### src/rtl/axi4_pkg.sv
// AXI4 master shared definitions.
// Burst/response encodings and FSM state codes.
package axi4_pkg;

   localparam logic [1:0] BURST_FIXED = 2'b00;
   localparam logic [1:0] BURST_INCR  = 2'b01;
   localparam logic [1:0] BURST_WRAP  = 2'b10;

   localparam logic [1:0] RESP_OKAY   = 2'b00;
   localparam logic [1:0] RESP_EXOKAY = 2'b01;
   localparam logic [1:0] RESP_SLVERR = 2'b10;
   localparam logic [1:0] RESP_DECERR = 2'b11;

   localparam logic [2:0] S_IDLE = 3'd0;
   localparam logic [2:0] S_AR   = 3'd1;
   localparam logic [2:0] S_R    = 3'd2;
   localparam logic [2:0] S_AW   = 3'd3;
   localparam logic [2:0] S_W    = 3'd4;
   localparam logic [2:0] S_B    = 3'd5;

   // Any response other than OKAY counts as an error for the burst.
   function automatic logic resp_err(input logic [1:0] r);
      logic e;
      e = 1'b1;
      unique case (r)
         RESP_OKAY:   e = 1'b0;
         RESP_EXOKAY,
         RESP_SLVERR,
         RESP_DECERR: e = 1'b1;
         default:     e = 1'b1;
      endcase
      return e;
   endfunction

endpackage

### src/rtl/axi4_if.sv
// AXI4 link signals between manager and subordinate.
// Master drives addresses/data/valids, slave drives readies/responses.
interface axi4_if #(
   parameter int ADDR_BITS    = 32,
   parameter int DATA_BITS    = 32,
   parameter int LOGSIZE_BITS = 3,
   parameter int LEN_BITS     = 8,
   parameter int BURST_BITS   = 2,
   parameter int RESP_BITS    = 2,
   parameter int WSTRB_BITS   = 4
);
   logic [ADDR_BITS-1:0]    araddr;
   logic                    arvalid;
   logic                    arready;
   logic [LOGSIZE_BITS-1:0] arsize;
   logic [LEN_BITS-1:0]     arlen;
   logic [BURST_BITS-1:0]   arburst;
   logic [DATA_BITS-1:0]    rdata;
   logic                    rvalid;
   logic                    rready;
   logic                    rlast;
   logic [RESP_BITS-1:0]    rresp;
   logic [ADDR_BITS-1:0]    awaddr;
   logic                    awvalid;
   logic                    awready;
   logic [LOGSIZE_BITS-1:0] awsize;
   logic [LEN_BITS-1:0]     awlen;
   logic [BURST_BITS-1:0]   awburst;
   logic [DATA_BITS-1:0]    wdata;
   logic                    wvalid;
   logic                    wready;
   logic [WSTRB_BITS-1:0]   wstrb;
   logic                    wlast;
   logic                    bvalid;
   logic                    bready;
   logic [RESP_BITS-1:0]    bresp;

   modport master (
      output araddr, arvalid, arsize, arlen, arburst, rready,
      output awaddr, awvalid, awsize, awlen, awburst,
      output wdata, wvalid, wstrb, wlast, bready,
      input  arready, rdata, rvalid, rlast, rresp,
      input  awready, wready, bvalid, bresp
   );

   modport slave (
      input  araddr, arvalid, arsize, arlen, arburst, rready,
      input  awaddr, awvalid, awsize, awlen, awburst,
      input  wdata, wvalid, wstrb, wlast, bready,
      output arready, rdata, rvalid, rlast, rresp,
      output awready, wready, bvalid, bresp
   );
endinterface

### src/rtl/axi4_beat_cnt.sv
// Burst beat counter shared by the R and W data paths.
// Holds at len on the final beat so len=all-ones never wraps.
module axi4_beat_cnt #(
   parameter int LEN_BITS = 8
) (
   input  logic                PCLK,
   input  logic                PRESET,
   input  logic                clear,
   input  logic                inc,
   input  logic [LEN_BITS-1:0] len,
   output logic [LEN_BITS-1:0] cnt,
   output logic                last
);

   assign last = (cnt == len);

   // Count handshaked beats; compare before increment.
   always_ff @(posedge PCLK or posedge PRESET) begin
      if (PRESET)
         cnt <= '0;
      else if (clear)
         cnt <= '0;
      else if (inc && !last)
         cnt <= cnt + 1'b1;
   end

endmodule

### src/rtl/axi4_master.sv
// AXI4 initiator: one command becomes one AR/R or AW/W/B burst.
// Single outstanding transaction; done pulses one cycle at the end.
module axi4_master
   import axi4_pkg::*;
#(
   parameter int ADDR_BITS    = 32,
   parameter int DATA_BITS    = 32,
   parameter int LOGSIZE_BITS = 3,
   parameter int LEN_BITS     = 8,
   parameter int BURST_BITS   = 2,
   parameter int RESP_BITS    = 2,
   parameter int WSTRB_BITS   = 4
) (
   input  logic                    PCLK,
   input  logic                    PRESET,
   input  logic                    cmd_valid,
   output logic                    cmd_ready,
   input  logic                    cmd_write,
   input  logic [ADDR_BITS-1:0]    cmd_addr,
   input  logic [LEN_BITS-1:0]     cmd_len,
   input  logic [LOGSIZE_BITS-1:0] cmd_size,
   input  logic [BURST_BITS-1:0]   cmd_burst,
   input  logic                    wd_valid,
   output logic                    wd_ready,
   input  logic [DATA_BITS-1:0]    wd_data,
   input  logic [WSTRB_BITS-1:0]   wd_strb,
   output logic                    rd_valid,
   input  logic                    rd_ready,
   output logic [DATA_BITS-1:0]    rd_data,
   output logic                    rd_last,
   output logic                    done,
   output logic                    err,
   axi4_if.master                  bus
);

   logic [2:0]              state;
   logic [2:0]              nxt;
   logic [ADDR_BITS-1:0]    addr_q;
   logic [LEN_BITS-1:0]     len_q;
   logic [LOGSIZE_BITS-1:0] size_q;
   logic [BURST_BITS-1:0]   burst_q;
   logic [LEN_BITS-1:0]     cnt;
   logic                    last;
   logic                    err_acc;
   logic                    accept;
   logic                    in_r;
   logic                    in_w;
   logic                    r_hs;
   logic                    w_hs;
   logic                    b_hs;
   logic                    fin;
   logic                    cur_err;
   logic                    unused_ok;

   assign unused_ok = &{1'b0, bus.rlast};

   assign cmd_ready = (state == S_IDLE);
   assign accept    = cmd_valid & cmd_ready;
   assign in_r      = (state == S_R);
   assign in_w      = (state == S_W);

   assign bus.arvalid = (state == S_AR);
   assign bus.araddr  = addr_q;
   assign bus.arlen   = len_q;
   assign bus.arsize  = size_q;
   assign bus.arburst = burst_q;
   assign bus.awvalid = (state == S_AW);
   assign bus.awaddr  = addr_q;
   assign bus.awlen   = len_q;
   assign bus.awsize  = size_q;
   assign bus.awburst = burst_q;

   assign bus.rready = in_r & rd_ready;
   assign rd_valid   = in_r & bus.rvalid;
   assign rd_data    = bus.rdata;
   assign rd_last    = in_r & last;

   assign bus.wvalid = in_w & wd_valid;
   assign wd_ready   = in_w & bus.wready;
   assign bus.wdata  = wd_data;
   assign bus.wstrb  = wd_strb;
   assign bus.wlast  = in_w & last;

   assign bus.bready = (state == S_B);

   assign r_hs    = bus.rvalid & bus.rready;
   assign w_hs    = bus.wvalid & bus.wready;
   assign b_hs    = bus.bvalid & bus.bready;
   assign fin     = (r_hs & last) | b_hs;
   assign cur_err = (r_hs & resp_err(bus.rresp))
                  | (b_hs & resp_err(bus.bresp));

   axi4_beat_cnt #(.LEN_BITS(LEN_BITS)) u_cnt (
      .PCLK   (PCLK),
      .PRESET (PRESET),
      .clear  (accept),
      .inc    (r_hs | w_hs),
      .len    (len_q),
      .cnt    (cnt),
      .last   (last)
   );

   // Next-state decode for the read and write burst sequences.
   always_comb begin
      nxt = state;
      case (state)
         S_IDLE: if (cmd_valid) nxt = cmd_write ? S_AW : S_AR;
         S_AR:   if (bus.arready) nxt = S_R;
         S_R:    if (r_hs && last) nxt = S_IDLE;
         S_AW:   if (bus.awready) nxt = S_W;
         S_W:    if (w_hs && last) nxt = S_B;
         S_B:    if (bus.bvalid) nxt = S_IDLE;
         default: nxt = S_IDLE;
      endcase
   end

   // State register.
   always_ff @(posedge PCLK or posedge PRESET) begin
      if (PRESET)
         state <= S_IDLE;
      else
         state <= nxt;
   end

   // Latch the command on accept; held until the burst ends.
   always_ff @(posedge PCLK or posedge PRESET) begin
      if (PRESET) begin
         addr_q  <= '0;
         len_q   <= '0;
         size_q  <= '0;
         burst_q <= '0;
      end else if (accept) begin
         addr_q  <= cmd_addr;
         len_q   <= cmd_len;
         size_q  <= cmd_size;
         burst_q <= cmd_burst;
      end
   end

   // Accumulate non-OKAY responses across the burst.
   always_ff @(posedge PCLK or posedge PRESET) begin
      if (PRESET)
         err_acc <= 1'b0;
      else if (accept)
         err_acc <= 1'b0;
      else if (r_hs || b_hs)
         err_acc <= err_acc | cur_err;
   end

   // One-cycle completion pulse with the burst error flag.
   always_ff @(posedge PCLK or posedge PRESET) begin
      if (PRESET) begin
         done <= 1'b0;
         err  <= 1'b0;
      end else begin
         done <= fin;
         err  <= fin & (err_acc | cur_err);
      end
   end

endmodule

### src/flat_wrapper.sv
// flat-port wrapper written by rule: the top's interface ports become plain ports
module axi4_master_flat import axi4_pkg::*;
#(
   parameter int ADDR_BITS    = 32,
   parameter int DATA_BITS    = 32,
   parameter int LOGSIZE_BITS = 3,
   parameter int LEN_BITS     = 8,
   parameter int BURST_BITS   = 2,
   parameter int RESP_BITS    = 2,
   parameter int WSTRB_BITS   = 4
)
  (PCLK, PRESET, cmd_valid, cmd_ready, cmd_write, cmd_addr, cmd_len, cmd_size, cmd_burst, wd_valid, wd_ready, wd_data, wd_strb, rd_valid, rd_ready, rd_data, rd_last, done, err, bus_araddr, bus_arvalid, bus_arsize, bus_arlen, bus_arburst, bus_rready, bus_awaddr, bus_awvalid, bus_awsize, bus_awlen, bus_awburst, bus_wdata, bus_wvalid, bus_wstrb, bus_wlast, bus_bready, bus_arready, bus_rdata, bus_rvalid, bus_rlast, bus_rresp, bus_awready, bus_wready, bus_bvalid, bus_bresp);
  axi4_if #(.ADDR_BITS(ADDR_BITS), .DATA_BITS(DATA_BITS), .LOGSIZE_BITS(LOGSIZE_BITS), .LEN_BITS(LEN_BITS), .BURST_BITS(BURST_BITS), .RESP_BITS(RESP_BITS), .WSTRB_BITS(WSTRB_BITS)) bus_i ();
  input  logic PCLK;
  input  logic PRESET;
  input  logic cmd_valid;
  output logic cmd_ready;
  input  logic cmd_write;
  input  logic [ADDR_BITS-1:0] cmd_addr;
  input  logic [LEN_BITS-1:0] cmd_len;
  input  logic [LOGSIZE_BITS-1:0] cmd_size;
  input  logic [BURST_BITS-1:0] cmd_burst;
  input  logic wd_valid;
  output logic wd_ready;
  input  logic [DATA_BITS-1:0] wd_data;
  input  logic [WSTRB_BITS-1:0] wd_strb;
  output logic rd_valid;
  input  logic rd_ready;
  output logic [DATA_BITS-1:0] rd_data;
  output logic rd_last;
  output logic done;
  output logic err;
  output wire logic [$bits(bus_i.araddr)-1:0] bus_araddr;
  output wire logic [$bits(bus_i.arvalid)-1:0] bus_arvalid;
  output wire logic [$bits(bus_i.arsize)-1:0] bus_arsize;
  output wire logic [$bits(bus_i.arlen)-1:0] bus_arlen;
  output wire logic [$bits(bus_i.arburst)-1:0] bus_arburst;
  output wire logic [$bits(bus_i.rready)-1:0] bus_rready;
  output wire logic [$bits(bus_i.awaddr)-1:0] bus_awaddr;
  output wire logic [$bits(bus_i.awvalid)-1:0] bus_awvalid;
  output wire logic [$bits(bus_i.awsize)-1:0] bus_awsize;
  output wire logic [$bits(bus_i.awlen)-1:0] bus_awlen;
  output wire logic [$bits(bus_i.awburst)-1:0] bus_awburst;
  output wire logic [$bits(bus_i.wdata)-1:0] bus_wdata;
  output wire logic [$bits(bus_i.wvalid)-1:0] bus_wvalid;
  output wire logic [$bits(bus_i.wstrb)-1:0] bus_wstrb;
  output wire logic [$bits(bus_i.wlast)-1:0] bus_wlast;
  output wire logic [$bits(bus_i.bready)-1:0] bus_bready;
  input wire logic [$bits(bus_i.arready)-1:0] bus_arready;
  input wire logic [$bits(bus_i.rdata)-1:0] bus_rdata;
  input wire logic [$bits(bus_i.rvalid)-1:0] bus_rvalid;
  input wire logic [$bits(bus_i.rlast)-1:0] bus_rlast;
  input wire logic [$bits(bus_i.rresp)-1:0] bus_rresp;
  input wire logic [$bits(bus_i.awready)-1:0] bus_awready;
  input wire logic [$bits(bus_i.wready)-1:0] bus_wready;
  input wire logic [$bits(bus_i.bvalid)-1:0] bus_bvalid;
  input wire logic [$bits(bus_i.bresp)-1:0] bus_bresp;
  assign bus_araddr = bus_i.araddr;
  assign bus_arvalid = bus_i.arvalid;
  assign bus_arsize = bus_i.arsize;
  assign bus_arlen = bus_i.arlen;
  assign bus_arburst = bus_i.arburst;
  assign bus_rready = bus_i.rready;
  assign bus_awaddr = bus_i.awaddr;
  assign bus_awvalid = bus_i.awvalid;
  assign bus_awsize = bus_i.awsize;
  assign bus_awlen = bus_i.awlen;
  assign bus_awburst = bus_i.awburst;
  assign bus_wdata = bus_i.wdata;
  assign bus_wvalid = bus_i.wvalid;
  assign bus_wstrb = bus_i.wstrb;
  assign bus_wlast = bus_i.wlast;
  assign bus_bready = bus_i.bready;
  assign bus_i.arready = bus_arready;
  assign bus_i.rdata = bus_rdata;
  assign bus_i.rvalid = bus_rvalid;
  assign bus_i.rlast = bus_rlast;
  assign bus_i.rresp = bus_rresp;
  assign bus_i.awready = bus_awready;
  assign bus_i.wready = bus_wready;
  assign bus_i.bvalid = bus_bvalid;
  assign bus_i.bresp = bus_bresp;
  axi4_master #(.ADDR_BITS(ADDR_BITS), .DATA_BITS(DATA_BITS), .LOGSIZE_BITS(LOGSIZE_BITS), .LEN_BITS(LEN_BITS), .BURST_BITS(BURST_BITS), .RESP_BITS(RESP_BITS), .WSTRB_BITS(WSTRB_BITS)) u_core (.PCLK(PCLK), .PRESET(PRESET), .cmd_valid(cmd_valid), .cmd_ready(cmd_ready), .cmd_write(cmd_write), .cmd_addr(cmd_addr), .cmd_len(cmd_len), .cmd_size(cmd_size), .cmd_burst(cmd_burst), .wd_valid(wd_valid), .wd_ready(wd_ready), .wd_data(wd_data), .wd_strb(wd_strb), .rd_valid(rd_valid), .rd_ready(rd_ready), .rd_data(rd_data), .rd_last(rd_last), .done(done), .err(err), .bus(bus_i));
endmodule
### config.mk
export PLATFORM = sky130hd
export DESIGN_NAME = axi4_master_flat
export DESIGN_NICKNAME = d
export VERILOG_FILES = /design/src/rtl/axi4_pkg.sv /design/src/rtl/axi4_if.sv /design/src/rtl/axi4_beat_cnt.sv /design/src/rtl/axi4_master.sv /design/src/flat_wrapper.sv
export SDC_FILE = /design/constraint.sdc
export NUM_CORES = 1
export LEC_CHECK = 0
export CORE_ASPECT_RATIO = 0.7
export CORE_MARGIN = 10
export CORE_UTILIZATION = 34
export CTS_BUF_LIST = sky130_fd_sc_hd__clkbuf_16
export DETAILED_ROUTE_END_ITERATION = 8
export HOLD_SLACK_MARGIN = 0.02
export MAX_ROUTING_LAYER = met4
export PLACE_DENSITY = 0.83
export REMOVE_ABC_BUFFERS = 1
export SYNTH_ARGS = -nofsm -noshare
export SYNTH_HDL_FRONTEND = slang
export SYNTH_HIERARCHICAL = 1
export SYNTH_SLANG_ARGS = --single-unit
### constraint.sdc
create_clock -name PCLK -period 2.46 [get_ports PCLK]
set_input_delay 0.492 -clock PCLK [delete_from_list [all_inputs] [get_ports PCLK]]
set_output_delay 0.492 -clock PCLK [all_outputs]
set_load 0.01 [all_outputs]
# Word level (Yosys, flattened, before mapping)
# Cells that the tools add are included.
dict set report totals {
  regBits 59
  latch_bits 0
  ram_bits 0
  mem_bits_ro 0
  in_bits 129
  output_inout_bits 170
  memories 0
}
dict set report classes {
  add_sub_neg 1
  n_mul 0
  div_mod_pow 0
  n_lt_le_gt_ge 0
  eq_ne 18
  n_shift 0
  mux 14
  bitwise 18
  n_reduce_logical 13
}
# operator count
set op_table {}
lappend op_table {{3-bit 2-to-1 mux} 6}
lappend op_table {{3-bit one-hot mux with 6 select lines} 1}
lappend op_table {{8-bit 2-to-1 mux} 2}
lappend op_table {{1-bit bitwise AND} 14}
lappend op_table {{8-bit by 1-bit adder with 8-bit output (second input constant)} 1}
lappend op_table {{2-bit equality test (second input constant)} 4}
lappend op_table {{8-bit equality test} 1}
lappend op_table {{2-bit inequality test (second input constant)} 4}
lappend op_table {{3-bit by 2-bit equality test with 1-bit output (second input constant)} 2}
lappend op_table {{3-bit equality test (second input constant)} 2}
lappend op_table {{6-bit AND reduction} 1}
lappend op_table {{3-bit OR reduction} 2}
lappend op_table {{2-bit by 1-bit equality test with 1-bit output (second input constant)} 2}
lappend op_table {{2-bit logical NOT} 2}
lappend op_table {{2-bit by 1-bit inequality test with 1-bit output (second input constant)} 2}
lappend op_table {{1-bit OR} 4}
lappend op_table {{1-bit one-hot mux with 2 select lines} 2}
lappend op_table {{2-bit nonzero test} 2}
lappend op_table {{3-bit by 1-bit equality test with 1-bit output (second input constant)} 1}
lappend op_table {{1-bit logical AND} 3}
lappend op_table {{3-bit logical NOT} 1}
lappend op_table {{1-bit 2-to-1 mux} 2}
lappend op_table {{2-bit 2-to-1 mux} 1}
lappend op_table {{1-bit logical NOT} 1}
lappend op_table {{1-bit logical OR} 1}

# Depth between registers and ports, before layout
dict set report depth {
  depth_word 8
  ltp_mapped 8
}

# By module
# Netlist, hierarchy kept.
# module instances cells_per_inst area_per_inst_um2
set modules_own_cells {}
lappend modules_own_cells {axi4_master 1 261 3141.8}
lappend modules_own_cells {axi4_beat_cnt 1 60 595.6}

# Least setup slack after synthesis
# OpenSTA, ideal clock, no wires.
dict set report synth_timing {
  path_kind {register to output}
  from {register u_core.len_q[3], in the netlist u_core/bus.arlen[3]}
  to {output bus_wlast}
  arrival_time_ps 1499
  path_slack_ps 469
  stages_incl_launch_ff 5
  cell_sequence {dfrtp_1 > xor2_1 > nor4_4 > and2_1 > and3_1}
}
dict set report synth_via {
  elab_chain_len 2
}
# item line
set synth_rtl {}
lappend synth_rtl {{from (decl)} axi4_master.sv:39} ;# logic [LEN_BITS-1:0] len_q;
lappend synth_rtl {{from (signal assigned)} axi4_master.sv:134} ;# len_q <= cmd_len;
lappend synth_rtl {{8-bit equality test} axi4_beat_cnt.sv:15} ;# assign last = (cnt == len);
lappend synth_rtl {{named net u_core.last} axi4_master.sv:43} ;# logic last;
lappend synth_rtl {{1-bit bitwise AND} axi4_master.sv:82} ;# assign bus.wlast = in_w & last;
lappend synth_rtl {{to (decl)} flat_wrapper.sv:47} ;# output wire logic [$bits(bus_i.wlast)-1:0] bus_wlast;
# The timed path passes the listed nets, and every way through them passes these cells.

# Final worst setup path
dict set report layout_timing {
  from {register u_core.u_cnt.cnt[4]}
  to {output bus_wlast}
}
dict set report layout_via {
  elab_chain_len 2
}
# item line
set layout_rtl {}
lappend layout_rtl {{from (decl)} axi4_beat_cnt.sv:11} ;# output logic [LEN_BITS-1:0] cnt,
lappend layout_rtl {{from (signal assigned)} axi4_beat_cnt.sv:24} ;# cnt <= cnt + 1'b1;
lappend layout_rtl {{8-bit equality test} axi4_beat_cnt.sv:15}
lappend layout_rtl {{named net u_core.last} axi4_master.sv:43}
lappend layout_rtl {{1-bit bitwise AND} axi4_master.sv:82}
# The timed path passes the listed nets, and every way through them passes these cells.

==> results by group <==
Run status
  • Run status: complete, no violations

GRT
  • Pin count of the biggest net entering global routing: 30
  • Remaining global-route overflow: 0
  • Total GRT Usage: 18.3%
  • Antenna violations before repair: 0
  • Vias in the first global route: 2842
  • Wire length of the first global-routing pass: 20500 µm

Yosys
  • Async set-reset flop share out of synthesis: 100%
  • Syn avg cell area: 11.6 µm²
  • Sequential share of the synthesized area: 39.5%
  • Total standard cell area after synthesis: 0.00374 mm²
  • Number of enable flip-flop cells after synthesis: 0
  • Seq cells post-synth: 59
  • Distinct cells, synth: 38
  • Cell count after synthesis: 321
  • Top flip-flop cell by instance count after synthesis: sky130_fd_sc_hd__dfrtp_1
  • Number of synthesis warnings: 6

Flow run
  • Max_cap viols: 0

Cells and area
  • Number of standard cells in the final layout excluding fillers: 542
  • Post-route cell area: 0.00509 mm²
  • Area growth from synthesis to layout: 36.1%
  • Net count of the finished layout: 518
  • Fillers: 938
  • Fraction of final layout cells with drive strength greater than 1: 22.1%

Routing
  • Number of nets with antenna violations after routing: 0
  • Total via count in the routed design: 2605
  • Detailed-routing iteration count for the pre-antenna-repair pass: 4
  • Number of DRC markers after the initial detailed-route iteration: 96
  • Detailed-route wire length per cell: 26.4 µm
  • Residual DRC: 0
  • Average vias per placed instance: 4.81
  • Aggregate routed wire length: 14300 µm

Timing
  • Upper clock frequency limit: 0.425 GHz
  • Final hold violations: 0
  • Worst slew margin relative to its limit: 66.1%
  • Fin crit period: 2.35 ns
  • Final setup fails: 0
  • Skew final: 0.00670 ns
  • Final Max Tran Viols: 0
  • Setup TNS after final layout: 0 ns
  • Final worst slack: 0.106 ns
  • Final period utilization: 95.7%
  • Slew of the pin with the lowest slew margin: 0.508 ns
  • RSZ-0062 raised after global routing: false

Placement
  • Worst slack at placement: 0.0822 ns
  • Instance area at placement: 0.00474 mm²
  • Final RePlAce weighted congestion: 0.805
  • Count of placed standard cells including taps: 524
  • Post-DP HPWL: 11500 µm
  • Buffers on Ports: 161

Pwr
  • Overall power after layout: 6930 µW
  • Total leakage power: 0.00223 µW
  • Worst vdd rail ir drop: 0.650 mV
  • Portion of total power attributed to sequential cells: 26.1%
  • Combinational cell fraction of total power: 53.8%
  • Power per Cell Area: 1360 mW/mm²
  • Switching Share: 31.8%
  • P_sw: 2210 µW
  • Clock power share: 20.1%
  • Internal cell power: 4720 µW

Critical path
  • Max incr delay on CP: 0.43 ns
  • Worst reg2reg path startpoint: u_core/state[1]
  • Maximum fanout along the worst path: 5
  • Worst EP arrival: 1.86 ns
  • Capturing point of the worst reg2reg path: u_core/u_cnt/cnt[7]
  • Setup CP Type: reg2out
  • Required time of the critical path: 1.97 ns
  • Worst-case register-to-register setup slack: 0.24 ns
  • Crit path launch type: register
  • Depth of the worst register-to-register path: 7
  • Critical-path cell list: xor2_1 > nor4_4 > and2_4 > buf_4 > and3_1 > clkbuf_2
  • Standard cell with the maximum stage delay on the critical path: sky130_fd_sc_hd__dfrtp_2
  • Critical path capture point type: output port

Floorplan
  • Die outline height: 108 µm
  • I/O Pins: 299
  • Total Die Area: 0.0157 mm²
  • Core Footprint: 0.0106 mm²
  • # rows: 31
  • Die boundary width: 145 µm
  • Initial Util: 35.4%

CTS
  • Clock latency on the worst-skew pair: 0.32 ns
  • Clock tree from TritonCTS: done
  • Library cell used as clock root buffer: sky130_fd_sc_hd__clkbuf_16
  • TritonCTS Buffers: 9
  • Max clock buf depth: 2
  • Count of clock tree sinks: 59
  • Level count of the clock H-tree: 3
  • Clock-pin slew on the worst setup and hold paths: 0.05 ns
  • Hold Buf Count CTS: 0

Worst hold path
  • Min-delay worst type: in2async
cells by family (layout without fill, tap and decap cells):
logic type,Yosys count,in the layout,synth area share [%]
muxes,56,56,19.8
DFF,59,59,39.5
buffers and inverters,125,197,26.1
other,0,1,0
AOI/OAI and AO/OA,17,17,2.91
adders and majority gates,1,1,0.335
xor gates and xnor gates,8,8,1.87
and+or+nand+nor,55,55,9.44
worst max-delay path by stage:
stage | from | end | slack, ns | cells past startpoint
after global routing | u_core/state[1] | u_core/u_cnt/cnt[7] | 0.02 | 7
after global placement | u_core/u_cnt/cnt[5] | bus_wlast | 0.10 | 5
final | u_core/u_cnt/cnt[4] | bus_wlast | 0.11 | 6
after CTS | u_core/u_cnt/cnt[5] | bus_wlast | -0.04 | 6
after detailed placement | u_core/u_cnt/cnt[5] | bus_wlast | 0.08 | 5
after floorplan | u_core/bus.arlen[3] | bus_wlast | 0.42 | 4
through the flow:
step | utilization, % | hold WS (ns)
finish | 48.2 | 0.496
global route | 48.2 | 0.533
CTS | 48.1 | 0.498
detailed placement | 44.9 | 0.518
global placement | 44.9 | 0.514
floorplan | - | 0.308
repair_timing:
action,CTS,global route
gates resized for setup,3,5
setup buffers,1,0
hold endpoints to repair,0,0
endpoints found under the setup margin,2,3
pin swaps,1,2
cell usage after synthesis (4+ instances only):
library cell / n / area (µm²)
sky130_fd_sc_hd__dfrtp_1: 59 / 1480
sky130_fd_sc_hd__buf_12: 4 / 80.1
sky130_fd_sc_hd__nand2_1: 4 / 15.0
sky130_fd_sc_hd__nor2b_1: 7 / 43.8
sky130_fd_sc_hd__nor2_1: 11 / 41.3
sky130_fd_sc_hd__xor2_1: 8 / 70.1
sky130_fd_sc_hd__mux2_2: 17 / 191
sky130_fd_sc_hd__buf_4: 116 / 871
sky130_fd_sc_hd__nor3b_1: 4 / 30.0
sky130_fd_sc_hd__mux2_4: 30 / 450
sky130_fd_sc_hd__a21oi_1: 7 / 35.0
sky130_fd_sc_hd__and3_1: 6 / 37.5
sky130_fd_sc_hd__and2_1: 4 / 25.0
sky130_fd_sc_hd__nand3_1: 5 / 25.0
sky130_fd_sc_hd__mux2_1: 6 / 67.6
power by group through the flow:
stage,combinational [µW],clock (µW),sequential [µW]
final,3730,1390,1810
after global routing,3970,1480,1870
after CTS,3790,1440,1810
after detailed placement,3770,0,1800
after global placement,3730,0,1780
after floorplan,1190,0,2180
placed cells by master (no fill, tap or decap), drive strengths merged, types with 5 or more instances in the layout:
cell           instances
clkdlybuf4s50        158
dfrtp                 59
mux2                  53
buf                   17
nor2                  11
clkbuf                10
xor2                   8
a21oi                  7
nor2b                  7
and3                   6
nand3                  5
nor3b                  5
and2                   5
registers in the layout, indices dropped and copies added (netlist names):
register,count
u_core/bus.araddr,32
u_core/bus.arlen,8
u_core/u_cnt/cnt,8
u_core/bus.arsize,3
u_core/state,3
u_core/bus.arburst,2
u_core/done,1
u_core/err,1
u_core/err_acc,1
routing by layer:
metal	GRT usage, %	share of wire [%]
met5	-	0
met4	3.24	0.56
met3	17.5	19
met2	20.9	36
met1	22.0	45
final cells by class:
| cell class | count | area [µm²] | area share (%) |
|---|---|---|---|
| repair buffers | 178 | 1790 | 35.1 |
| flip-flops and latches | 59 | 1480 | 29.1 |
| multi-input cells | 137 | 1290 | 25.4 |
| clock buffers | 9 | 225 | 4.43 |
| well taps | 148 | 185 | 3.64 |
| clock inverters | 7 | 106 | 2.09 |
| inverters | 3 | 11.3 | 0.221 |
| diodes | 1 | 2.50 | 0.0492 |
critical path, delay by kind of cell (launching register included):
family        cells  cell delay, ns
buf+inv           2            0.24
simple gates      3            0.66
xor+xnor          1            0.20
flops             1            0.43
(Power assumes the default switching activity.)
